===== src/rtl/mul_div_unit.sv =====
// Iterative signed multiply/divide unit with HI/LO result registers.
// Shift-add multiply or restoring divide, one bit per clock, WIDTH+2 cycles per op.
module mul_div_unit #(
    parameter int unsigned WIDTH = 32
) (
    input  logic             clk,
    input  logic             rst_n,
    input  logic             start,
    input  logic [2:0]       alu_ctrl,
    input  logic [WIDTH-1:0] a,
    input  logic [WIDTH-1:0] b,
    input  logic             rd_sel,
    output logic [WIDTH-1:0] rd_data,
    output logic [WIDTH-1:0] hi,
    output logic [WIDTH-1:0] lo,
    output logic             busy,
    output logic             done,
    output logic             div_by_zero
);
    localparam int unsigned CNT_W   = (WIDTH > 1) ? $clog2(WIDTH) : 1;
    localparam logic [2:0]  OP_MULT = 3'b110;
    localparam logic [2:0]  OP_DIV  = 3'b111;

    typedef enum logic [1:0] {
        IDLE = 2'd0,
        CALC = 2'd1,
        FIX  = 2'd2
    } state_t;

    state_t state, state_next;

    logic             op_div;
    logic             sign_a;
    logic             sign_b;
    logic [WIDTH-1:0] mag_a;
    logic [WIDTH-1:0] mag_b;
    logic [WIDTH-1:0] acc;   // product upper half (mult) / partial remainder (div)
    logic [WIDTH-1:0] low;   // product lower half (mult) / dividend-quotient shifter (div)
    logic [CNT_W-1:0] cnt;

    logic                 accept_c;
    logic [WIDTH-1:0]     abs_a_c;
    logic [WIDTH-1:0]     abs_b_c;
    logic [WIDTH:0]       mul_sum_c;
    logic [WIDTH:0]       div_shift_c;
    logic [WIDTH:0]       div_diff_c;
    logic [2*WIDTH-1:0]   prod_c;
    logic [2*WIDTH-1:0]   prod_fix_c;
    logic [WIDTH-1:0]     quo_fix_c;
    logic [WIDTH-1:0]     rem_fix_c;
    logic [WIDTH-1:0]     a_orig_c;

    // Operand magnitudes; the most-negative value maps to 2^(WIDTH-1) naturally
    assign abs_a_c = a[WIDTH-1] ? -a : a;
    assign abs_b_c = b[WIDTH-1] ? -b : b;

    // One multiply step: conditional add into the upper half with carry out
    assign mul_sum_c = {1'b0, acc} + (low[0] ? {1'b0, mag_a} : '0);

    // One restoring-divide step: shift next dividend bit in, trial-subtract
    assign div_shift_c = {acc, low[WIDTH-1]};
    assign div_diff_c  = div_shift_c - {1'b0, mag_b};

    // Sign correction applied on the FIX edge
    assign prod_c     = {acc, low};
    assign prod_fix_c = (sign_a ^ sign_b) ? -prod_c : prod_c;
    assign quo_fix_c  = (sign_a ^ sign_b) ? -low : low;
    assign rem_fix_c  = sign_a ? -acc : acc;
    assign a_orig_c   = sign_a ? -mag_a : mag_a;

    assign rd_data = rd_sel ? hi : lo;

    // State register
    always_ff @(posedge clk or negedge rst_n) begin
        if (!rst_n) begin
            state <= IDLE;
        end else begin
            state <= state_next;
        end
    end

    // Next-state logic and start acceptance
    always_comb begin
        state_next = state;
        accept_c   = 1'b0;
        case (state)
            IDLE: begin
                if (start && (alu_ctrl == OP_MULT || alu_ctrl == OP_DIV)) begin
                    accept_c   = 1'b1;
                    state_next = CALC;
                end
            end
            CALC: begin
                if (cnt == '0) begin
                    state_next = FIX;
                end
            end
            FIX: begin
                state_next = IDLE;
            end
            default: begin
                state_next = IDLE;
            end
        endcase
    end

    // Datapath, result registers and status outputs
    always_ff @(posedge clk or negedge rst_n) begin
        if (!rst_n) begin
            op_div      <= 1'b0;
            sign_a      <= 1'b0;
            sign_b      <= 1'b0;
            mag_a       <= '0;
            mag_b       <= '0;
            acc         <= '0;
            low         <= '0;
            cnt         <= '0;
            hi          <= '0;
            lo          <= '0;
            busy        <= 1'b0;
            done        <= 1'b0;
            div_by_zero <= 1'b0;
        end else begin
            done <= 1'b0;
            case (state)
                IDLE: begin
                    if (accept_c) begin
                        op_div      <= alu_ctrl[0];
                        sign_a      <= a[WIDTH-1];
                        sign_b      <= b[WIDTH-1];
                        mag_a       <= abs_a_c;
                        mag_b       <= abs_b_c;
                        acc         <= '0;
                        low         <= alu_ctrl[0] ? abs_a_c : abs_b_c;
                        cnt         <= CNT_W'(WIDTH - 1);
                        div_by_zero <= 1'b0;
                        busy        <= 1'b1;
                    end
                end
                CALC: begin
                    cnt <= cnt - CNT_W'(1);
                    if (op_div) begin
                        if (!div_diff_c[WIDTH]) begin
                            acc <= div_diff_c[WIDTH-1:0];
                            low <= {low[WIDTH-2:0], 1'b1};
                        end else begin
                            acc <= div_shift_c[WIDTH-1:0];
                            low <= {low[WIDTH-2:0], 1'b0};
                        end
                    end else begin
                        acc <= mul_sum_c[WIDTH:1];
                        low <= {mul_sum_c[0], low[WIDTH-1:1]};
                    end
                end
                FIX: begin
                    busy <= 1'b0;
                    done <= 1'b1;
                    if (!op_div) begin
                        hi <= prod_fix_c[2*WIDTH-1:WIDTH];
                        lo <= prod_fix_c[WIDTH-1:0];
                    end else if (mag_b == '0) begin
                        hi          <= a_orig_c;
                        lo          <= '1;
                        div_by_zero <= 1'b1;
                    end else begin
                        hi <= rem_fix_c;
                        lo <= quo_fix_c;
                    end
                end
                default: begin
                end
            endcase
        end
    end

endmodule

===== config.mk =====
export PLATFORM = sky130hd
export DESIGN_NAME = mul_div_unit
export DESIGN_NICKNAME = d
export VERILOG_FILES = /design/src/rtl/mul_div_unit.sv
export SDC_FILE = /design/constraint.sdc
export NUM_CORES = 1
export LEC_CHECK = 0
export ABC_AREA = 0
export BUFFER_PORTS_ARGS = -buffer_cell sky130_fd_sc_hd__buf_2
export CAP_MARGIN = 20
export CORE_AREA = 2 2 191 193
export DETAILED_ROUTE_END_ITERATION = 7
export DIE_AREA = 0 0 193 195
export PLACE_DENSITY_LB_ADDON = 0.05
export SLEW_MARGIN = 20
export SYNTH_ARGS = -nofsm -noshare
export SYNTH_HDL_FRONTEND = slang
export SYNTH_SLANG_ARGS = --single-unit

===== constraint.sdc =====
create_clock -name clk -period 4.47 [get_ports clk]
set_input_delay 0.894 -clock clk [delete_from_list [all_inputs] [get_ports clk]]
set_output_delay 0.894 -clock clk [all_outputs]
set_load 0.02 [all_outputs]

* After elaboration in Yosys (flattened, before gate mapping) *
Index checks and enable logic that the tools add are counted.

word-level totals
  register bits = 205

cells by class
  add/subtract/negate cells = 9
  reduce and logical (&&, ||, !) cells = 12
  eq/ne operators = 9
  bitwise logic cells = 1
  mux-type cells = 35

operators with widths
  operator             count
  $mux 32              17
  $neg 32->32          5
  $pmux 32 s2          2
  $mux 64              1
  $neg 64->64          1
  $add 32x32->33       1
  $sub 33x32->33       1
  $logic_not 32->1     1
  $ne 2x2->1 const B   5
  $pmux 5 s2           1
  $mux 1               8
  $reduce_and 2->1     4
  $eq 3x3->1 const B   2
  $logic_not 5->1      1
  $mux 5               1
  $sub 5x1->5 const B  1
  $mux 2               2
  $pmux 1 s2           2
  $pmux 2 s2           1
  $reduce_and 4->1     1
  $reduce_bool 2->1    2
  $eq 2x1->1 const B   1
  $eq 2x2->1 const B   1
  $logic_not 2->1      1
  other kinds (3)      3

* Longest topological paths before layout *
  depth in word-level cells = 7
  depth in mapped cells = 14

* Worst setup path after synthesis *
No wires, ideal clock.

  kind = in2reg
  from = input port a[8]
  to = register low[28]
  arrival time = 3209 ps
  setup time = 137 ps
  data required time = 4333 ps
  buffers on the path = 0
  stages on the path = 9
  path slack = 1124 ps
  cell sequence = or4_4 > or4_4 > or3_1 > nand2b_2 > o31ai_2 > xor2_1 > nand2_1 > a221oi_1 > a21oi_1

between the ends
  cells in the longest elaborated chain, start to end = 5

RTL lines
  item                  line  RTL
  start, declared       10    input logic [WIDTH-1:0] a,
  $neg 32->32           54    assign abs_a_c = a[WIDTH-1] ? -a : a;
  $mux 32               54
  $mux 32               134   low <= alu_ctrl[0] ? abs_a_c : abs_b_c;
  $mux 32               127   if (accept_c) begin
  $pmux 32 s2           125   case (state)
  end signal, assigned  134
  end signal, assigned  145   low <= {low[WIDTH-2:0], 1'b1};
  end signal, assigned  148   low <= {low[WIDTH-2:0], 1'b0};
  end, declared         38    logic [WIDTH-1:0] low;

No other way between the ends. The select of a mux whose other input is x is not followed.
A chain may end at the register's enable or synchronous reset.

* Final worst setup path *
  from = register low[0]
  to = register acc[28]

between the ends
  cells in the longest elaborated chain, start to end = 4

RTL lines
  item                  line  RTL
  $mux 32               58    assign mul_sum_c = {1'b0, acc} + (low[0] ? {1'b0, mag_a} : '0);
  $add 32x32->33        58
  $mux 32               142   if (op_div) begin
  $pmux 32 s2           125
  end signal, assigned  144   acc <= div_diff_c[WIDTH-1:0];
  end signal, assigned  147   acc <= div_shift_c[WIDTH-1:0];
  end signal, assigned  151   acc <= mul_sum_c[WIDTH:1];
  end, declared         37    logic [WIDTH-1:0] acc;

No other way between the ends.

==> metrics.cfg <==
[run_status]
status = finished clean

[sta]
fin_skew_ps = 13.2
slew_headroom_pct = 26.7
clock.fmax_mhz = 268
tns_ps = 0
hold_violations = 0
final.min_clock_period_ps = 3740
fin_crit_sh_pct = 83.6
slew_viol_final = 0
worstMarginPinSlew_ps = 1090
setup_viol = 0
rsz0062_at_grt = false

[pwr]
power_leakage_nw = 8.62
swShare_pct = 50.2
p_comb_share_pct = 60.5
p_seq_share_pct = 24.1
p_clk_share_pct = 15.4
p_per_area_nw_per_um2 = 683
peakVddDrop_uv = 583
internal_power_mw = 6.73
p_switching_mw = 6.78

[routing]
antenna_left = 0
drc = 0
via_count = 17200
viasPerCell = 6.19
drtIter0Drc = 1533
dr.pass1.iters = 6
routed_wirelength_um = 65600
wire_per_inst_um = 23.6

[critical_path]
crit_path_end_kind = flop
critPathSlowestCell = a2111oi_0
worstPathCellList = buf_4 > and2_1 > ha_1 > o211ai_1 > o211ai_1 > nand4_1 > a2111oi_0 > buf_4 > nor2_1 > nor3_1 > o21ai_0 > a32o_1 > a211o_1
crit_path_max_incr_delay_ps = 670
crit_arrival_ps = 4180
crit_path_max_fanout = 33
required_ps = 4910
critPathKind = reg2reg
startpoint_type = flop
timing.rr.end = acc[28]
r2r-start = low[0]
r2r_cells = 13
ff2ff_setup_slack_ps = 730

[layout]
synthToLayoutAreaGrowth_pct = 12.4
diodes = 0
final_util_pct = 55.8
fillers = 3379
nets = 2448
drive_above_1_share_pct = 15.1

[synthesis]
ys.warnings.count = 0
yosys-top-cells-count = 279 x nand2_1, 233 x o21ai_0, 205 x dfrtp_1
yosys.area_share.simple_pct = 19.6
synthAdderAreaFrac_pct = 5.28
synth.cell_area_um2 = 17600
syn-num-nets = 2344
synthMuxAreaShare_pct = 5.64
synth_cell_types = 80
synthArstFlopShare_pct = 100
avgSynthCellArea_um2 = 7.99
synth_top_area_cell = dfrtp_1
synth_edf_count = 0
ys_top_cells_by_area = dfrtp_1 29%, o21ai_0 6.6%, xor2_1 6.2%, nand2_1 6.0%, xnor2_1 5.5%
synth_top_cell_area_share_pct = 29.2
synth_top_family_by_area = compound AO/OA/AOI/OAI gates
ys_seq_area_share_pct = 29.2
syn_inst = 2200
synth_xor_area_share_pct = 11.8
synth_ff_type = dfrtp_1
synth.most_common_cell = nand2_1
synth_compound_area_share_pct = 23.8
synth_seq_cells = 205

[run]
drv_cap = 0

[global_route]
grt_pass1_vias = 16200
antenna_found_initial = 1
grt-ovfl-total = 0
grt_pass1_wl_um = 98900
gr-usage-all-layers_pct = 34.6
grt_max_degree = 93

[clocking]
htree_levels = 1
cts_root_buf = clkbuf_16
cts_hold_buffers = 0
clock_sinks = 205
cts_tree = done
clk-insertion-delay-late_ps = 550
cts_resized = 0
cts_setup_buffers = 0
cts_buffer_depth = 3
clkSlewWorstSetupHoldPaths_ps = 60
cts_made_buffers = 25

[floorplanning]
die_area_um2 = 37600
chipHeight_um = 195
core_um2 = 35400
placementRows = 69
io_pins = 170
floorplan.initialDensity_pct = 49.7
die_width_um = 193

[placement]
gp_congestion = 0.935
portBuffers = 169
dp.final_hpwl_um = 51400

[min_path]
hp-class = in2async

## state kept, by name, indices dropped and copies added, names as in the netlist, 2 cells and up
signal,flops
low,32
cnt,5
mag_b,32
acc,32
hi,32
lo,32
mag_a,32
state,2
## stage by stage
stage / power (mW) / setup WS, ps / cells / hold WS (ps) / instance area (µm²)
after floorplan: 8.65 / 1120 / 2200 / 462 / 17600
after global placement: 11.2 / 806 / 2738 / 460 / 18900
after detailed placement: 11.3 / 804 / 2738 / 477 / 18900
after CTS: 13.4 / 823 / 2780 / 444 / 19800
after global routing: 14.4 / 503 / 2780 / 458 / 19800
final: 13.5 / 732 / 2780 / 385 / 19800
## critical path, delay by kind of cell (launching register included)
kind,cells,cell delay (ps)
AOI/OAI and AO/OA,6,1690
and+or+nand+nor,4,750
buffers and inverters,2,480
DFF,1,370
adders and majority gates,1,340
## cell usage in the layout, fill, tap and decap left out, types with 6 or more instances in the layout
master and n:
buf_4 57, and3_1 13, mux2_2 38, mux2i_1 54
nor2b_1 11, buf_2 168, o21ai_1 6, o31ai_1 35
o21ai_0 233, nor2_1 135, or4_1 23, nand2_1 279
dfrtp_1 203, a221oi_1 7, o211ai_1 37, nor3_1 40
a22oi_1 24, or3_1 22, nand2b_1 22, nand4_1 17
ha_1 71, o41ai_1 18, a211oi_1 32, clkbuf_16 25
and2_1 40, o21bai_1 8, clkbuf_8 6, a21o_1 27
a31oi_1 23, nor4_1 24, nand3_1 33, a21oi_1 157
xor2_1 124, xnor2_1 110, o21a_1 10, inv_1 68
## logic make-up after synthesis
logic type,Yosys count
compound gates,673
mux,93
xor+xnor,236
fa+ha+maj,73
simple gates,701
buf+inv,219
flops,205
## cell type report
| type | count | area (µm²) | share of cell area, % |
|---|---|---|---|
| Inverter | 68 | 255 | 1.29 |
| Clock buffer | 33 | 706 | 3.57 |
| Sequential cell | 205 | 5130 | 26.0 |
| Multi-Input combinational cell | 1776 | 11700 | 59.0 |
| Clock inverter | 9 | 118 | 0.595 |
| Tap cell | 461 | 577 | 2.92 |
| Timing Repair Buffer | 228 | 1320 | 6.69 |
## layer usage
metal	track usage, %	share of wire [%]	up-vias
met5	0	0	-
met4	9.54	2.7	0
li1	-	-	8099
met1	50.6	46	8382
met2	53.5	45	627
met3	4.65	6.9	89
## worst max path at each step
stage | start | to | slack, ps
final | low[0] | acc[28] | 730
after global routing | acc[0] | acc[1] | 500
after CTS | low[0] | acc[28] | 820
after detailed placement | b[8] | low[28] | 800
after global placement | a[8] | low[28] | 810
after floorplan | a[8] | low[28] | 1120
## power groups by stage
stage | combinational, mW | clock [mW] | sequential, mW
floorplan | 5.87 | 0 | 2.79
global placement | 7.98 | 0 | 3.24
detailed placement | 8.03 | 0 | 3.26
CTS | 8.07 | 2.09 | 3.23
global route | 8.94 | 2.17 | 3.32
finish | 8.17 | 2.08 | 3.26
Power figures use the tool's default switching activity.
